`config.mk`:
```
export PLATFORM = sky130hd
export DESIGN_NAME = cpm_bank_sched
export DESIGN_NICKNAME = d
export VERILOG_FILES = /design/src/rtl/cpm_bank_sched.sv
export SDC_FILE = /design/constraint.sdc
export NUM_CORES = 1
export LEC_CHECK = 0
export ABC_AREA = 1
export CAP_MARGIN = 5
export CORE_MARGIN = 2
export CORE_UTILIZATION = 45
export CTS_CLUSTER_DIAMETER = 50
export DETAILED_ROUTE_END_ITERATION = 16
export PLACE_DENSITY = 0.74
export SETUP_SLACK_MARGIN = 0.05
export SLEW_MARGIN = 5
export SYNTH_ARGS = -nofsm -noshare
export SYNTH_HDL_FRONTEND = slang
export SYNTH_SLANG_ARGS = --single-unit
```
`constraint.sdc`:
```
create_clock -name clk -period 3.2 [get_ports clk]
set_input_delay 0.64 -clock clk [delete_from_list [all_inputs] [get_ports clk]]
set_output_delay 0.64 -clock clk [all_outputs]
set_load 0.05 [all_outputs]
```
`src/rtl/cpm_bank_sched.sv`:
```
// Banked scratchpad scheduler: per-bank round-robin arbitration across requesters,
// registered SRAM command stage, and fixed-latency read return routing.
module cpm_bank_sched #(
  parameter int REQ_DW = 4,
  parameter int IDX_AW = 2,
  parameter int ADDR_W = 10,
  parameter int DATA_W = 16,
  parameter int RD_LAT = 1,
  parameter int CNT_W  = 16,
  parameter int REQ_AW = $clog2(REQ_DW)
) (
  input  logic                                 clk,
  input  logic                                 rst_n,
  input  logic                                 sched_en,
  input  logic [REQ_DW-1:0]                    req_vld,
  output logic [REQ_DW-1:0]                    req_rdy,
  input  logic [REQ_DW-1:0]                    req_we,
  input  logic [REQ_DW*(ADDR_W+IDX_AW)-1:0]    req_addr,
  input  logic [REQ_DW*DATA_W-1:0]             req_wdat,
  output logic [REQ_DW-1:0]                    rsp_vld,
  output logic [REQ_DW*DATA_W-1:0]             rsp_dat,
  output logic [(1<<IDX_AW)-1:0]               bank_en,
  output logic [(1<<IDX_AW)-1:0]               bank_we,
  output logic [(1<<IDX_AW)*ADDR_W-1:0]        bank_addr,
  output logic [(1<<IDX_AW)*DATA_W-1:0]        bank_wdat,
  input  logic [(1<<IDX_AW)*DATA_W-1:0]        bank_rdat,
  input  logic                                 cfg_clr,
  output logic [CNT_W-1:0]                     stall_cnt
);

  localparam int BANK_NUM = 1 << IDX_AW;
  localparam int AW       = ADDR_W + IDX_AW;
  localparam int TAG_N    = RD_LAT + 1;

  logic [IDX_AW-1:0] req_bank [REQ_DW];
  logic [ADDR_W-1:0] req_loc  [REQ_DW];
  logic [DATA_W-1:0] req_wd   [REQ_DW];

  logic [BANK_NUM-1:0] gnt_vld;
  logic [REQ_AW-1:0]   gnt_id      [BANK_NUM];
  logic [BANK_NUM-1:0] tag_out_vld;
  logic [REQ_AW-1:0]   tag_out_id  [BANK_NUM];
  logic [DATA_W-1:0]   bank_rd     [BANK_NUM];

  logic [CNT_W-1:0] stall_cnt_reg;
  logic             stall_any;

  genvar gi;

  generate
    for (gi = 0; gi < BANK_NUM; gi++) begin : g_bank
      logic [REQ_DW-1:0] cand;
      logic [REQ_AW-1:0] scan_idx;
      logic              win_vld;
      logic [REQ_AW-1:0] win_id;
      logic [REQ_AW-1:0] ptr_reg;
      logic              en_reg;
      logic              we_reg;
      logic [ADDR_W-1:0] addr_reg;
      logic [DATA_W-1:0] wdat_reg;
      logic [TAG_N-1:0]  tag_vld_reg;
      logic [REQ_AW-1:0] tag_id_reg [TAG_N];

      always_comb begin
        for (int i = 0; i < REQ_DW; i++)
          cand[i] = sched_en & req_vld[i] & (req_bank[i] == IDX_AW'(gi));
      end

      // First candidate at or after the pointer wins; the id wraps naturally.
      always_comb begin
        win_vld  = 1'b0;
        win_id   = '0;
        scan_idx = '0;
        for (int k = 0; k < REQ_DW; k++) begin
          scan_idx = ptr_reg + REQ_AW'(k);
          if (!win_vld && cand[scan_idx]) begin
            win_vld = 1'b1;
            win_id  = scan_idx;
          end
        end
      end

      always_ff @(posedge clk or negedge rst_n) begin
        if (!rst_n) begin
          ptr_reg     <= '0;
          en_reg      <= 1'b0;
          we_reg      <= 1'b0;
          addr_reg    <= '0;
          wdat_reg    <= '0;
          tag_vld_reg <= '0;
          for (int s = 0; s < TAG_N; s++) tag_id_reg[s] <= '0;
        end else begin
          en_reg         <= win_vld;
          we_reg         <= win_vld & req_we[win_id];
          tag_vld_reg[0] <= win_vld & ~req_we[win_id];
          tag_id_reg[0]  <= win_id;
          for (int s = 1; s < TAG_N; s++) begin
            tag_vld_reg[s] <= tag_vld_reg[s-1];
            tag_id_reg[s]  <= tag_id_reg[s-1];
          end
          if (win_vld) begin
            ptr_reg  <= win_id + REQ_AW'(1);
            addr_reg <= req_loc[win_id];
            wdat_reg <= req_wd[win_id];
          end
        end
      end

      assign gnt_vld[gi]                    = win_vld;
      assign gnt_id[gi]                     = win_id;
      assign bank_en[gi]                    = en_reg;
      assign bank_we[gi]                    = we_reg;
      assign bank_addr[gi*ADDR_W +: ADDR_W] = addr_reg;
      assign bank_wdat[gi*DATA_W +: DATA_W] = wdat_reg;
      assign tag_out_vld[gi]                = tag_vld_reg[TAG_N-1];
      assign tag_out_id[gi]                 = tag_id_reg[TAG_N-1];
      assign bank_rd[gi]                    = bank_rdat[gi*DATA_W +: DATA_W];
    end
  endgenerate

  generate
    for (gi = 0; gi < REQ_DW; gi++) begin : g_req
      logic              hit;
      logic [DATA_W-1:0] sel;
      logic              vld_reg;
      logic [DATA_W-1:0] dat_reg;

      assign req_bank[gi] = req_addr[gi*AW +: IDX_AW];
      assign req_loc[gi]  = req_addr[gi*AW+IDX_AW +: ADDR_W];
      assign req_wd[gi]   = req_wdat[gi*DATA_W +: DATA_W];

      // A requester is ready only when it is the winner of the bank it targets.
      assign req_rdy[gi] = gnt_vld[req_bank[gi]] & (gnt_id[req_bank[gi]] == REQ_AW'(gi));

      always_comb begin
        hit = 1'b0;
        sel = '0;
        for (int b = 0; b < BANK_NUM; b++) begin
          if (tag_out_vld[b] && tag_out_id[b] == REQ_AW'(gi)) begin
            hit = 1'b1;
            sel = bank_rd[b];
          end
        end
      end

      always_ff @(posedge clk or negedge rst_n) begin
        if (!rst_n) begin
          vld_reg <= 1'b0;
          dat_reg <= '0;
        end else begin
          vld_reg <= hit;
          if (hit) dat_reg <= sel;
        end
      end

      assign rsp_vld[gi]                  = vld_reg;
      assign rsp_dat[gi*DATA_W +: DATA_W] = dat_reg;
    end
  endgenerate

  assign stall_any = |(req_vld & ~req_rdy);

  always_ff @(posedge clk or negedge rst_n) begin
    if (!rst_n) begin
      stall_cnt_reg <= '0;
    end else if (cfg_clr) begin
      stall_cnt_reg <= '0;
    end else if (stall_any && stall_cnt_reg != {CNT_W{1'b1}}) begin
      stall_cnt_reg <= stall_cnt_reg + CNT_W'(1);
    end
  end

  assign stall_cnt = stall_cnt_reg;

endmodule

```
==> run metrics, run 1 <==
post-route setup slack roughly 0.062 ns; Final setup viols 0; CTS Buf Count 34; ys async rst share between 90% and 100%; Chip Width 184 um; GRT Overall Usage 36.9%; synth-to-layout area growth 48.5%; first-pass detailed-route iteration total 6; Comb power frac 68.5%; sequential share of power 18.5%; Total Wirelength 64.3 mm; Final min period 3.14 ns; worst-margin pin slew 1.32 ns; Final Hold Viols 0; EDFF count, synth 0; Slew Limit Fails 0; DP Wirelength 45.8 mm; clock root buffer master clkbuf_16; final net count 2681; synthesized instance count 2033; PD cells 1390 nW/um2; largest net degree at the start of global routing just over 90; Yosys reg bits 228; Layout Utilization between 60% and 70%; status completed; Pleak between 9 and 10 nW; Critical Path AT 2.50 ns; Syn Area/Cell 7.18 um2; non-filler cells, final 2922; Vias 17537; worst path required time 2.56 ns; CP max-delay cell dlygate4sd2_1; Cell Area, Synth 14600 um2; share of layout cells above drive strength 1 16.7%; Critical Path End Type output port; vias per cell ~6.0; initial core utilization 46.0%; Clock Skew 0.0345 ns; global route overflow 0; placed inst area approximately 20000 um2; Syn Nets 2222; Place WS -0.380 ns; TritonCTS clock tree built; relative slew slack a little under an eighth; crit-path most repeated cell nand2_1; kind of start point of the critical path primary input; Clock transition at path regs 0.06 ns; Total Die Area ~34000 um2; Antenna Violating Nets Remaining 0; worst setup path category in -> out; Synthesis Warnings 0; Pint 14.1 mW; Synth cell types 46; CP max FO 5; Max Used Layer met5; H-tree levels 2; first-pass GRT wire length 96.5 mm; met3 routed WL 7.38 mm; hold_buf cts 0; Starting DRT DRC Count between 2000 and 2500; peak supply drop between 0.9 and 1 mV; antenna violations before repair 8; register area share after synthesis 39.1%; PortBufs 387; vias in the first global route ~17000; Die Ht 184 um; residual DRC count 0; Clock Sinks 228; WL met1 23.5 mm; crit path cell chain dlygate4sd2_1 > nand2_4 > nor2_4 > nand2_2 > nand3_2 > nand2_2 > nand4_1 > buf_4 > nand2_1 > nand2_1 > inv_1 > nand2_1 > nand3_2 > nor2_4 > buf_12; CORE AREA approximately 32000 um2; routed len/inst about 22 um; slowest stage delay, CP 0.28 ns; Hold WC Path Type in -> async; boundary pin count 388; sw power 16.0 mW; Synth Flop Type dfrtp_1; Cells after DPL between 2000 and 3000; Fmax achieved 0.319 GHz; worst hold slack 0.125 ns; switching share of power 53.1%; total power 30.1 mW; Final period util between 90% and 100%; std cell rows 65; RSZ-0062 raised after global routing true; TNS Setup 0 ns; met2 routed WL 30.1 mm; global placement routability congestion 0.993; Final Cell Area 21700 um2; # Max-Cap Violations 0; worst skew pair latency 0.53 ns; Clk pwr share 13.0%; CTS Buffer Depth 3
-- cell usage in the layout (no fill, tap or decap), types with 9 or more instances in the layout --
master | synthesis | final
nand3_4 | 1 | 9
nand2_4 | 10 | 21
o32a_1 | 11 | 11
nand2_2 | 23 | 49
clkbuf_16 | 0 | 35
nand4_1 | 33 | 33
nor2_1 | 249 | 229
nor3_1 | 43 | 37
a31oi_1 | 91 | 91
a21oi_1 | 68 | 67
xor2_1 | 16 | 13
nor4_1 | 17 | 17
a221oi_1 | 50 | 50
o22ai_1 | 69 | 69
clkdlybuf4s50_1 | 0 | 369
nand2_1 | 359 | 322
o21ai_0 | 178 | 178
inv_1 | 234 | 226
nor2_4 | 3 | 19
nand3_2 | 15 | 24
buf_4 | 16 | 130
dfrtp_1 | 228 | 220
inv_2 | 12 | 13
nand3_1 | 134 | 117
nor2_2 | 10 | 14
o211ai_1 | 19 | 19
buf_12 | 0 | 28
-- final cells by class --
cell class / instances / area (um2)
clock buffer: 42 / 942
antenna: 6 / 15.0
fill: 2626 / 10000
timing repair buffer: 547 / 5390
clock inverter: 16 / 231
inverter: 250 / 956
sequential: 228 / 5720
tap: 402 / 503
multi-input combinational: 1431 / 7910
-- kinds of logic (layout without fill, tap and decap cells) --
family	Yosys count	count (layout)	synth area share [%]
buffers and inverters	374	855	10.4
flip-flops	228	228	39.1
other	0	6	0
adder cells (fa/ha/maj)	1	1	0.0857
XOR/XNOR	19	19	1.19
AO/OA/AOI/OAI	503	503	20.9
AND/OR/NAND/NOR	908	908	28.3
-- path summary, 6_finish.rpt --
check,slack (ns),from,cells after the start,to
setup / recovery,0.06,req_vld[2],15,req_rdy[0]
max in group asynchronous,2.20,rst_n,2,g_bank[3].ptr_reg[1]$_DFFE_PN0P_
min in group clk,0.34,g_bank[0].tag_vld_reg[0]$_DFF_PN0_,0,g_bank[0].tag_vld_reg[1]$_DFF_PN0_
hold reg to reg,0.34,g_bank[0].tag_vld_reg[0]$_DFF_PN0_,0,g_bank[0].tag_vld_reg[1]$_DFF_PN0_
setup reg to reg,0.40,g_bank[0].ptr_reg[0]$_DFFE_PN0P_,18,stall_cnt[8]$_DFFE_PN0P_
hold / removal,0.12,rst_n,1,g_req[1].vld_reg$_DFF_PN0_
-- power by group through the flow --
| stage | logic (mW) | registers [mW] | clock network [mW] |
|---|---|---|---|
| after global routing | 21.8 | 5.70 | 4.07 |
| after floorplan | 8.40 | 9.03 | 0 |
| after global placement | 19.1 | 5.49 | 0 |
| after CTS | 19.8 | 5.50 | 3.94 |
| final | 20.6 | 5.57 | 3.91 |
| after detailed placement | 19.3 | 5.51 | 0 |
-- cell usage after synthesis (2+ instances only) --
master    number  area share, %
a21oi_1       68            2.3
a21oi_2        3           0.18
a221oi_1      50            3.0
a31oi_1       91            3.9
a41oi_1        3           0.18
and2_1         3           0.13
buf_1          6           0.15
buf_2         21           0.72
buf_4         16           0.82
buf_6          4           0.31
clkbuf_1      77            2.0
clkinv_1       4           0.10
dfrtp_1      228             39
inv_1        234            6.0
inv_2         12           0.31
nand2_1      359            9.2
nand2_2       23           0.99
nand2_4       10           0.77
nand3_1      134            4.6
nand3_2       15            1.0
nand4_1       33            1.4
nand4_2        2           0.17
nor2_1       249            6.4
nor2_2        10           0.43
nor2_4         3           0.23
nor2_8         3           0.41
nor3_1        43            1.5
nor4_1        17           0.73
o211ai_1      19           0.98
o21ai_0      178            6.1
o21ai_1        6           0.21
o22ai_1       69            3.0
o32a_1        11           0.75
xnor2_1        2           0.12
xor2_1        16           0.96
-- worst max-delay path, delay by kind of cell --
family / cells / cell delay [ns]
simple gates: 11 / 1.21
buf+inv: 4 / 0.64
-- routing by layer --
layer | vias to the layer above | GRT usage (%)
met1 | 8221 | 44.7
met3 | 263 | 9.66
met2 | 1189 | 60.9
li1 | 7858 | -
met4 | 6 | 18.1
met5 | - | 0
-- what timing repair did --
| action | in CTS | in global routing |
|---|---|---|
| pin swaps | 18 | 53 |
| resized for setup | 92 | 88 |
| buffers inserted | 14 | 20 |
| setup endpoints to repair | 4 | 4 |
Note: power is estimated with default switching activity, not from simulation.
==> inputs of run 2 (changes only) <==
--- a/config.mk
+++ b/config.mk
@@ -7,6 +7,7 @@
 export LEC_CHECK = 0
 export ABC_AREA = 1
 export CAP_MARGIN = 5
+export CORE_ASPECT_RATIO = 1.1
 export CORE_MARGIN = 2
 export CORE_UTILIZATION = 45
 export CTS_CLUSTER_DIAMETER = 50
==> run metrics, run 2 (synthesis gave the netlist of run 1 again) <==
Chip Width 176 um (-4.6%); peak supply drop 0.874 mV (-4.7%); Critical Path End Type output port; CTS Buf Count 31 (-8.8%); GRT Overall Usage 37.0% (+0.18 points); Final Hold Viols 0 (unchanged); Cells after DPL 2859 (+1.2%); antenna violations before repair 3 (-5); Vias 17488 (-0.28%); non-filler cells, final 2952 (+1.0%); RSZ-0062 raised after global routing true; CORE AREA 32100 um2 (+1.3%); Pleak 9.96 nW (+0.44%); first-pass GRT wire length 97.6 mm (+1.1%); Total Die Area 33900 um2 (about the same); worst-margin pin slew 0.894 ns (-0.425 ns); crit-path most repeated cell nand2_1; Die Ht 193 um (+4.8%); CP max-delay cell dfrtp_2; worst skew pair latency 0.60 ns (+0.07 ns); Clock Sinks 228 (unchanged); Critical Path AT 2.59 ns (+0.09 ns); Hold WC Path Type in -> async; multi-input logic area 7940 um2 (+0.33%); kind of start point of the critical path flip-flop; slowest stage delay, CP 0.53 ns (+0.25 ns); CTS Buffer Depth 3 (unchanged); routed len/inst 21.9 um (-0.56%); Total Wirelength 64.6 mm (+0.46%); vias in the first global route 17302 (+1.2%); share of layout cells above drive strength 1 17.0% (+0.34 points); PD cells 1380 nW/um2 (-0.53%); crit path cell chain buf_6 > nand2_4 > nand3_2 > nand2_4 > nand4_1 > nand2_1 > nand2_1 > o21ai_2 > nor2_1 > nand2_1 > inv_2 > buf_12; vias per cell 5.92 (-1.3%); Layout Utilization 67.8% (-0.51 points); Antenna Violating Nets Remaining 0 (unchanged); worst path bufs/invs 3 (-1); first-pass detailed-route iteration total 7 (+1); most frequent cells in the layout 369 x clkdlybuf4s50_1, 316 x nand2_1, 232 x nor2_1, 224 x inv_1, 221 x dfrtp_1; hold_buf cts 0 (unchanged); Final period util 101% (+3.0 points); std cell rows 69 (+6.2%); Clock Skew 0.0165 ns (-0.0180 ns); PortBufs 387 (unchanged); Fmax achieved 0.309 GHz (-3.0%); Final setup viols 2 (+2); boundary pin count 388 (unchanged); Final min period 3.23 ns (+0.0957 ns); global placement routability congestion 1.04 (+4.9%); family with the most delay on the worst path simple AND/OR/NAND/NOR gates; synth-to-layout area growth 49.2%; violated checks negative setup slack; commonest non-fill, non-tap cell in the layout clkdlybuf4s50_1; relative slew slack 40.3% (+29 points); # Max-Cap Violations 0 (unchanged); worst path required time 2.56 ns (about the same); worst setup path category reg -> out; global route overflow 0 (unchanged); initial core utilization 45.4% (-0.57 points); Starting DRT DRC Count 1634 (-19%); post-route setup slack -0.0337 ns (-0.0957 ns); Filler cells 2696 (+2.7%); residual DRC count 0 (unchanged); largest net degree at the start of global routing 85 (-6.6%); status finished, violations left; final net count 2687 (+0.22%); CP max FO 7 (+2); Clock transition at path regs 0.06 ns (about the same); Slew Limit Fails 0 (unchanged); H-tree levels 1 (-1); clock root buffer master clkbuf_16; DP Wirelength 45.9 mm (+0.11%); TritonCTS clock tree built; Seq. cell area 5710 um2 (about the same)
## run 2: what timing repair did
| item | in CTS | in global routing |
|---|---|---|
| cloned | 0 | 0 |
| gates resized for setup | 118 | 49 |
| buffers inserted | 21 | 11 |
| setup endpoints to repair | 4 | 4 |
| hold endpoints to repair | 0 | 0 |
| pin swaps | 54 | 33 |
## run 2: cell type report
type	instances	share of cell area, %
Antenna cell	3	0.0345
Clock buffer	40	4.04
Clock inverter	18	1.40
Inverter	250	4.37
Multi-Input combinational cell	1431	36.5
Sequential cell	228	26.2
Tap cell	426	2.45
Timing Repair Buffer	556	25.0
## run 2: report_power, final
group | internal (mW) | switching, mW | total, mW
sequential | 4.47 | 1.01 | 5.48
combinational | 7.13 | 13.5 | 20.6
clock | 2.46 | 1.49 | 3.95
## run 2: routing by layer
layer  GRT usage (%)  wire length, um  share of wire [%]
met5               0               13              0.020
met1            42.8            23100                 36
met3            10.2             7570                 12
met4            18.9             3350                5.2
met2            63.1            30500                 47
## run 2: worst paths after layout
path	from	to	slack, ns	depth (start not counted)
worst min register to register	g_bank[3].tag_id_reg[2]$_DFF_PN0_	g_bank[3].tag_id_reg[0]$_DFF_PN0_	0.35	0
worst max register to register	g_bank[3].ptr_reg[0]$_DFFE_PN0P_	g_bank[3].addr_reg[0]$_DFFE_PN0P_	0.40	12
worst max-delay path	g_bank[3].ptr_reg[0]$_DFFE_PN0P_	req_rdy[2]	-0.03	12
min in group clk	g_bank[3].tag_id_reg[2]$_DFF_PN0_	g_bank[3].tag_id_reg[0]$_DFF_PN0_	0.35	0
max in group asynchronous	rst_n	g_req[2].dat_reg[10]$_DFFE_PN0P_	2.23	2
worst min-delay path	rst_n	g_req[2].dat_reg[14]$_DFFE_PN0P_	0.06	1
## run 2: stage by stage
| stage | setup TNS, ns | total power, mW | cell area, um2 | hold WS [ns] | worst slack [ns] |
|---|---|---|---|---|---|
| floorplan | 0 | 17.4 | 14600 | 0.331 | 0.0590 |
| global placement | -18.68 | 24.5 | 19800 | 0.331 | -0.363 |
| detailed placement | -25.38 | 24.8 | 19800 | 0.336 | -0.426 |
| CTS | -0.0228 | 29.4 | 21500 | 0.0819 | -0.0228 |
| global route | -0.438 | 31.5 | 21800 | 0.107 | -0.121 |
| finish | -0.0518 | 30.0 | 21800 | 0.0640 | -0.0337 |
## run 2: worst register-to-register path: stages (launching register included)
cell and delay [ns]:
dfrtp_2 0.53, buf_6 0.19, nand2_4 0.08, nand2_1 0.09
nand2_1 0.06, nand2_1 0.08, o21ai_4 0.09, nand3_1 0.19
buf_4 0.19, nor2_2 0.64, a221oi_1 0.22, buf_4 0.20
a31oi_1 0.15
==> inputs of run 3 (changes only) <==
--- a/config.mk
+++ b/config.mk
@@ -7,12 +7,15 @@
 export LEC_CHECK = 0
 export ABC_AREA = 1
 export CAP_MARGIN = 5
+export CELL_PAD_IN_SITES_DETAIL_PLACEMENT = 1
+export CELL_PAD_IN_SITES_GLOBAL_PLACEMENT = 1
 export CORE_ASPECT_RATIO = 1.1
 export CORE_MARGIN = 2
-export CORE_UTILIZATION = 45
+export CORE_UTILIZATION = 36
+export CTS_BUF_LIST = sky130_fd_sc_hd__clkbuf_8
 export CTS_CLUSTER_DIAMETER = 50
 export DETAILED_ROUTE_END_ITERATION = 16
-export PLACE_DENSITY = 0.74
+export PLACE_DENSITY = 0.82
 export SETUP_SLACK_MARGIN = 0.05
 export SLEW_MARGIN = 5
 export SYNTH_ARGS = -nofsm -noshare
==> run metrics, run 3 (synthesis gave the netlist of run 1 again) <==
status finished, violations left; violated checks negative setup slack; H-tree levels 2 (+1); Die Ht 215 um (+12%); CORE AREA 40100 um2 (+25%); r2r endpoint stall_cnt[6]$_DFFE_PN0P_; Total Die Area 42200 um2 (+24%); peak supply drop 0.923 mV (+5.6%); vias per cell 5.82 (-1.8%); Final setup viols 4 (+2); routed len/inst 23.8 um (+8.7%); first-pass GRT wire length 111 mm (+14%); Critical Path End Type output port; crit-path most repeated cell nand2_4; worst setup path category reg -> out; std cell rows 77 (+12%); Slew Limit Fails 0 (unchanged); sequential share of power 18.8% (+0.6 points); commonest non-fill, non-tap cell in the layout clkdlybuf4s50_1; switching share of power 54.5% (+1.3 points); GRT Overall Usage 33.8% (-3.2 points); DP Wirelength 52.7 mm (+15%); sw power 16.2 mW (+1.4%); worst skew pair latency 0.60 ns (about the same); final net count 2691 (+0.15%); CP max FO 7 (unchanged); global placement routability congestion 0.925 (-11%); PortBufs 387 (unchanged); Final min period 3.26 ns (+0.0275 ns); Starting DRT DRC Count 1234 (-24%); Fmax achieved 0.307 GHz (-0.84%); global route overflow 0 (unchanged); initial core utilization 36.4% (-9.0 points); PD cells 1380 nW/um2 (+0.14%); CP max-delay cell dfrtp_2; Clock transition at path regs 0.07 ns (about the same); RSZ-0062 raised after global routing true; Vias 17768 (+1.6%); boundary pin count 388 (unchanged); worst-margin pin slew 1.01 ns (+0.118 ns); TritonCTS clock tree built; Clock Sinks 228 (unchanged); Layout Utilization 53.7% (-14 points); Hold WC Path Type in -> async; total power 29.7 mW (-1.1%); synth-to-layout area growth 47.4%; Chip Width 196 um (+12%); crit path cell chain buf_6 > nand2_4 > nand2_4 > inv_4 > nand3_4 > nand2_4 > nand4_1 > buf_4 > nand4_1 > nand2_1 > nor2_2 > nand3_2 > inv_2 > buf_12; first-pass detailed-route iteration total 6 (-1); largest net degree at the start of global routing 73 (-14%); relative slew slack 32.5% (-7.9 points); Pleak 9.87 nW (-0.95%); Comb power frac 69.1% (+0.5 points); Pint 13.5 mW (-3.8%); kind of start point of the critical path flip-flop; Antenna Violating Nets Remaining 0 (unchanged); Final Hold Viols 0 (unchanged); slowest stage delay, CP 0.48 ns (-0.05 ns); worst path required time 2.56 ns (about the same); Final period util 102% (+0.86 points); hold_buf cts 0 (unchanged); Critical Path AT 2.62 ns (+0.03 ns); TNS Setup -0.177 ns (-0.125 ns); Total Wirelength 72.6 mm (+12%); post-route setup slack -0.0612 ns (-0.0275 ns); RR Startpoint g_bank[0].ptr_reg[0]$_DFFE_PN0P_; # Max-Cap Violations 0 (unchanged); R2R Setup Slk 0.44 ns (+0.04 ns); clock root buffer master clkbuf_8; depth of the worst register-to-register path 19 (+7); antenna violations before repair 1 (-2); share of layout cells above drive strength 1 16.0% (-1.1 points); Clk pwr share 12.1% (-1.0 points); CTS Buf Count 46 (+48%); CTS Buffer Depth 3 (unchanged); most frequent cells in the layout 369 x clkdlybuf4s50_1, 335 x nand2_1, 234 x nor2_1, 232 x inv_1, 220 x dfrtp_1; Clock Skew 0.0322 ns (+0.0157 ns); vias in the first global route 19199 (+11%); residual DRC count 0 (unchanged)
==> run 3: cell types whose count changed in the layout (fill, tap and decap cells not counted), moves of 6 or more <==
cell,before,now
nand3_1,117,127
nand2_1,316,335
buf_4,144,130
clkbuf_8,7,64
inv_1,224,232
nand2_4,24,17
clkbuf_16,31,0
nor2_2,17,11
nand2_2,52,40
==> run 3: worst max-delay path: cells and delay by family (launching register included) <==
family                 cells  cell delay (ns)
flip-flops                 1             0.48
AND/OR/NAND/NOR            9             0.89
buffers and inverters      5             0.64
==> run 3: how the worst max path moves through the flow <==
stage / start / end / slack, ns / depth (start not counted)
6_report: g_bank[0].ptr_reg[0]$_DFFE_PN0P_ / req_rdy[3] / -0.06 / 14
3_5_place_dp: sched_en / req_rdy[1] / -0.40 / 16
2_1_floorplan: req_addr[24] / stall_cnt[9]$_DFFE_PN0P_ / 0.06 / 19
4_1_cts: g_bank[0].ptr_reg[0]$_DFFE_PN0P_ / req_rdy[3] / -0.03 / 14
3_3_place_gp: sched_en / req_rdy[0] / -0.34 / 15
5_1_grt: req_addr[1] / req_rdy[0] / -0.23 / 17
==> run 3: timing repair <==
item,CTS,global route
resized for setup,98,28
pin swaps,33,11
setup buffers,11,3
setup endpoints to repair,4,4
==> run 3: area by class of cell <==
class	count	area, um2
tap	513	642
timing repair buffer	545	5400
inverter	250	951
multi-input combinational	1431	7710
fill	4957	18600
clock buffer	64	881
sequential	228	5720
antenna	1	2.50
clock inverter	21	215
==> run 3: through the flow <==
| stage | std cells | hold WS (ns) | setup slack, ns | area (um2) |
|---|---|---|---|---|
| after CTS | 3049 | 0.0254 | -0.0345 | 21400 |
| after global placement | 2953 | 0.333 | -0.336 | 20000 |
| after floorplan | 2033 | 0.331 | 0.0590 | 14600 |
| after global routing | 3053 | 0.0585 | -0.234 | 21500 |
| final | 3053 | 0.00433 | -0.0612 | 21500 |
| after detailed placement | 2953 | 0.337 | -0.402 | 20000 |
==> run 3: power by group through the flow <==
stage	clock, mW	combinational [mW]	sequential (mW)
floorplan	0	8.40	9.03
global placement	0	19.4	5.53
detailed placement	0	19.9	5.57
CTS	3.64	20.3	5.57
global route	3.76	21.8	5.71
finish	3.59	20.6	5.58
==> run 3: metal layers <==
metal	part of all wire [%]	vias up	track usage, %
li1	-	7861	-
met1	37	8799	38.5
met2	49	884	58.6
met3	9.3	224	9.75
met4	4.6	0	15.4
met5	0	-	0
==> patch 1 (settings of run 3) <==
Set the parameter `RD_LAT` to 2 (it was 1).
--- a/src/rtl/cpm_bank_sched.sv
+++ b/src/rtl/cpm_bank_sched.sv
@@ -7,3 +7,3 @@
   parameter int DATA_W = 16,
-  parameter int RD_LAT = 1,
+  parameter int RD_LAT = 2,
   parameter int CNT_W  = 16,
Behaviour: not the same (a bounded check fails within 4 cycles, from zero or initial values and one cycle with rst_n low).
==> patch 1 against run 3 <==
The flow still finishes with violations (negative setup slack); clock skew decreased by 0.0078 ns; register-to-register slack got worse by 0.21 ns; sequential cell count increased by 12; area after synthesis increased by 3.6%; non-clock buffer count increased by 15; worst setup slack got worse by 0.20 ns; final area increased by 2.2%; wire length decreased by 1.2%; total power increased by 0.61%; highest routed layer is now met5.
==> patch 1: results (changes against run 3) <==
[status]
outcome = complete, but fails checks
failed_checks = negative setup slack

[clock_tree]
cts_sinks = 240  ; +5.3%
clk_latency_ns = 0.65  ; +0.05 ns

[critical_path]
r2r-end = g_bank[1].wdat_reg[11]
ff2ff_path_depth = 13  ; -6
arrival_ns = 2.83  ; +0.21 ns
cp_max_fo = 5  ; -2

[synth]
yosys-top-cells-area = dfrtp_1, o21ai_0, nand2_1, a21oi_1, nor2_1
yosys.cell_types.count = 38  ; -17%
synth-compound-area-share = 0.2542  ; +0.04496
yosys-top-cells-count = nand2_1, o21ai_0, dfrtp_1, nor2_1, inv_1

[pwr]
p_leak_nw = 9.960  ; +0.94%
swShare = 0.5588  ; +0.01374
powerSeq_mw = 5.69  ; +2%
irDropWorstVdd_uv = 863.2  ; -6.5%
p_clk_mw = 3.10  ; -14%

[sta]
setup_violations = 4  ; unchanged
worst_slack_ns = -0.2655  ; -0.2043 ns

[finish]
inverters_excl_clock = 238  ; -4.8%
clkCellAreaFrac = 0.04125  ; -0.009690
drive_gt1_frac = 0.1507  ; -0.008796
nMultiInputCombCells = 1535  ; +7.3%
layout.nets = 2810  ; +4.4%
buffer_area_frac = 0.2428  ; -0.008084

[routing]
wl_mm = 71.73  ; -1.2%
drt_iter0_drc = 822  ; -33%
first_pass_iters = 5  ; -1

[global_routing]
grt_util_met2 = 0.5527  ; -0.03339
use_met3 = 0.09651  ; -0.0009462
grt_max_degree = 109  ; +49%
grt_usage = 0.3218  ; -0.01661
grt_pass1_wl_mm = 108.6  ; -2.3%

patch 1: how the worst min path moves through the flow:
stage                             from                 endpoint  slack, ns  cells after the start
6_report       g_bank[3].tag_id_reg[4]  g_bank[3].tag_id_reg[2]       0.34                      0
3_5_place_dp   g_bank[0].tag_id_reg[5]  g_bank[0].tag_id_reg[3]       0.34                      0
2_1_floorplan  g_bank[0].tag_id_reg[2]  g_bank[0].tag_id_reg[0]       0.33                      0
3_3_place_gp   g_bank[3].tag_id_reg[3]  g_bank[3].tag_id_reg[1]       0.33                      0
4_1_cts        g_bank[3].tag_id_reg[4]  g_bank[3].tag_id_reg[2]       0.33                      0
5_1_grt        g_bank[3].tag_id_reg[4]  g_bank[3].tag_id_reg[2]       0.35                      0
patch 1: per-stage QoR:
| stage | worst slack [ns] | area (sq um) | total power, mW | cells | TNS [ns] |
|---|---|---|---|---|---|
| finish | -0.2655 | 21990 | 29.91 | 3215 | -0.8859 |
| global route | -0.3927 | 21990 | 31.82 | 3214 | -1.356 |
| CTS | -0.1384 | 21650 | 29.27 | 3204 | -0.4172 |
| detailed placement | -0.5783 | 20110 | 25.28 | 3081 | -42.79 |
| global placement | -0.4962 | 20110 | 24.62 | 3081 | -28.43 |
| floorplan | 0.2365 | 15120 | 18.17 | 2171 | 0 |
patch 1: what timing repair did:
action | CTS | global route
setup buffers | 41 | 11
setup endpoints to repair | 4 | 4
endpoints found under the hold margin | 12 | 0
hold buffers | 1 | 0
resized for setup | 112 | 63
pin swaps | 44 | 34
patch 1: routing by layer:
layer  vias up  wire [um]
met5         -         57
met4         8       3383
met3       215       6628
met2       761      34680
met1      8809      26980
li1       8276          -
==> patch 2 (settings of run 3) <==
Without the edit above. Reset style: synchronous (`rst_n`), changed in 3 clocked blocks.
--- a/src/rtl/cpm_bank_sched.sv
+++ b/src/rtl/cpm_bank_sched.sv
@@ -82,3 +82,3 @@
 
-      always_ff @(posedge clk or negedge rst_n) begin
+      always_ff @(posedge clk) begin
         if (!rst_n) begin
@@ -145,3 +145,3 @@
 
-      always_ff @(posedge clk or negedge rst_n) begin
+      always_ff @(posedge clk) begin
         if (!rst_n) begin
@@ -162,3 +162,3 @@
 
-  always_ff @(posedge clk or negedge rst_n) begin
+  always_ff @(posedge clk) begin
     if (!rst_n) begin
Formal check against the unedited RTL: differs if rst_n is asserted again (counterexample within 4 cycles, from zero or initial values and one cycle with rst_n low); with rst_n held inactive, the same outputs for 4 cycles.
==> patch 2 against run 3 <==
The run still ends with negative setup slack left; register-to-register slack lost 0.20 ns; total power decreased by 32%; sequential cell count is the same; area after synthesis fell by 5.8%; worst setup slack lost 0.010 ns; wire length is 0.39% higher; worst hold slack gained 0.41 ns; final area down 3.0%; critical path type is now in -> out; critical endpoint is now req_rdy[2].
==> patch 2: results (changes against run 3) <==
[status]
outcome = complete, but fails checks
failed_checks = negative setup slack

[sta]
hold_ws_ns = 0.4159  ; +0.4116 ns
setup_violations = 3  ; -1
worst_slack_ns = -0.07162  ; -0.01046 ns
totalNegativeSetupSlack_ns = -0.1518  ; +0.02480 ns

[routing]
route.met2.wl_mm = 35.24  ; -0.13%
wl_met3_mm = 6.660  ; -1.2%
wl_mm = 72.87  ; +0.39%
wl_per_cell_um = 23.37  ; -1.7%

[placement]
post-place-cells = 3009  ; +1.9%

[global_routing]
globalRouteMet1Util = 0.3906  ; +0.005126
grt_max_degree = 120  ; +64%
grt_util_met2 = 0.5945  ; +0.008362
grt_pass1_wl_mm = 107.3  ; -3.5%
antenna_found_initial = 2  ; +1
use_met3 = 0.08280  ; -0.01466

[synth]
yosys-top-cells-area = dfxtp_1, nand2_1, o21ai_0, nand3_1, inv_1
synth_nets = 2309  ; +3.9%
async_reset_ff_frac = 0  ; -1.000
synth_ff_type = dfxtp_1
yosys-top-cells-count = nand2_1, o21ai_0, dfxtp_1, inv_1, nand3_1

[finish]
layout.nets = 2774  ; +3.1%

[clock_tree]
post-cts-setup-buffer-count = 25  ; +14

[critical_path]
ff2ff_path_depth = 17  ; -2
r2r_start = g_bank[2].ptr_reg[0]
arrival_ns = 2.63  ; about the same

[worst_hold_path]
hold_path.class = reg -> reg

patch 2: report_power, final:
group	internal (mW)	switching, mW	total (mW)
clock network	1.64	1.39	3.03
logic	4.66	8.46	13.1
registers	3.61	0.566	4.18
patch 2: logic make-up (layout without fill, tap and decap cells):
family | after synthesis | count (layout) | synth area share
compound gates | 596 | 596 | 0.2693
xor+xnor | 19 | 19 | 0.01320
fa+ha+maj | 1 | 1 | 0.0009100
buf+inv | 376 | 872 | 0.1092
flops | 228 | 228 | 0.3320
other cells | 0 | 2 | 0
simple gates | 900 | 900 | 0.2753
patch 2: area by class of cell:
class	instances	area (sq um)	share of cell area
clock inverter	23	167.7	0.008037
sequential	228	4592	0.2201
inverter	232	898.4	0.04306
timing repair buffer	565	5414	0.2595
tap	500	625.6	0.02999
clock buffer	52	715.7	0.03431
multi-input combinational	1516	8443	0.4047
antenna	2	5.005	0.0002399
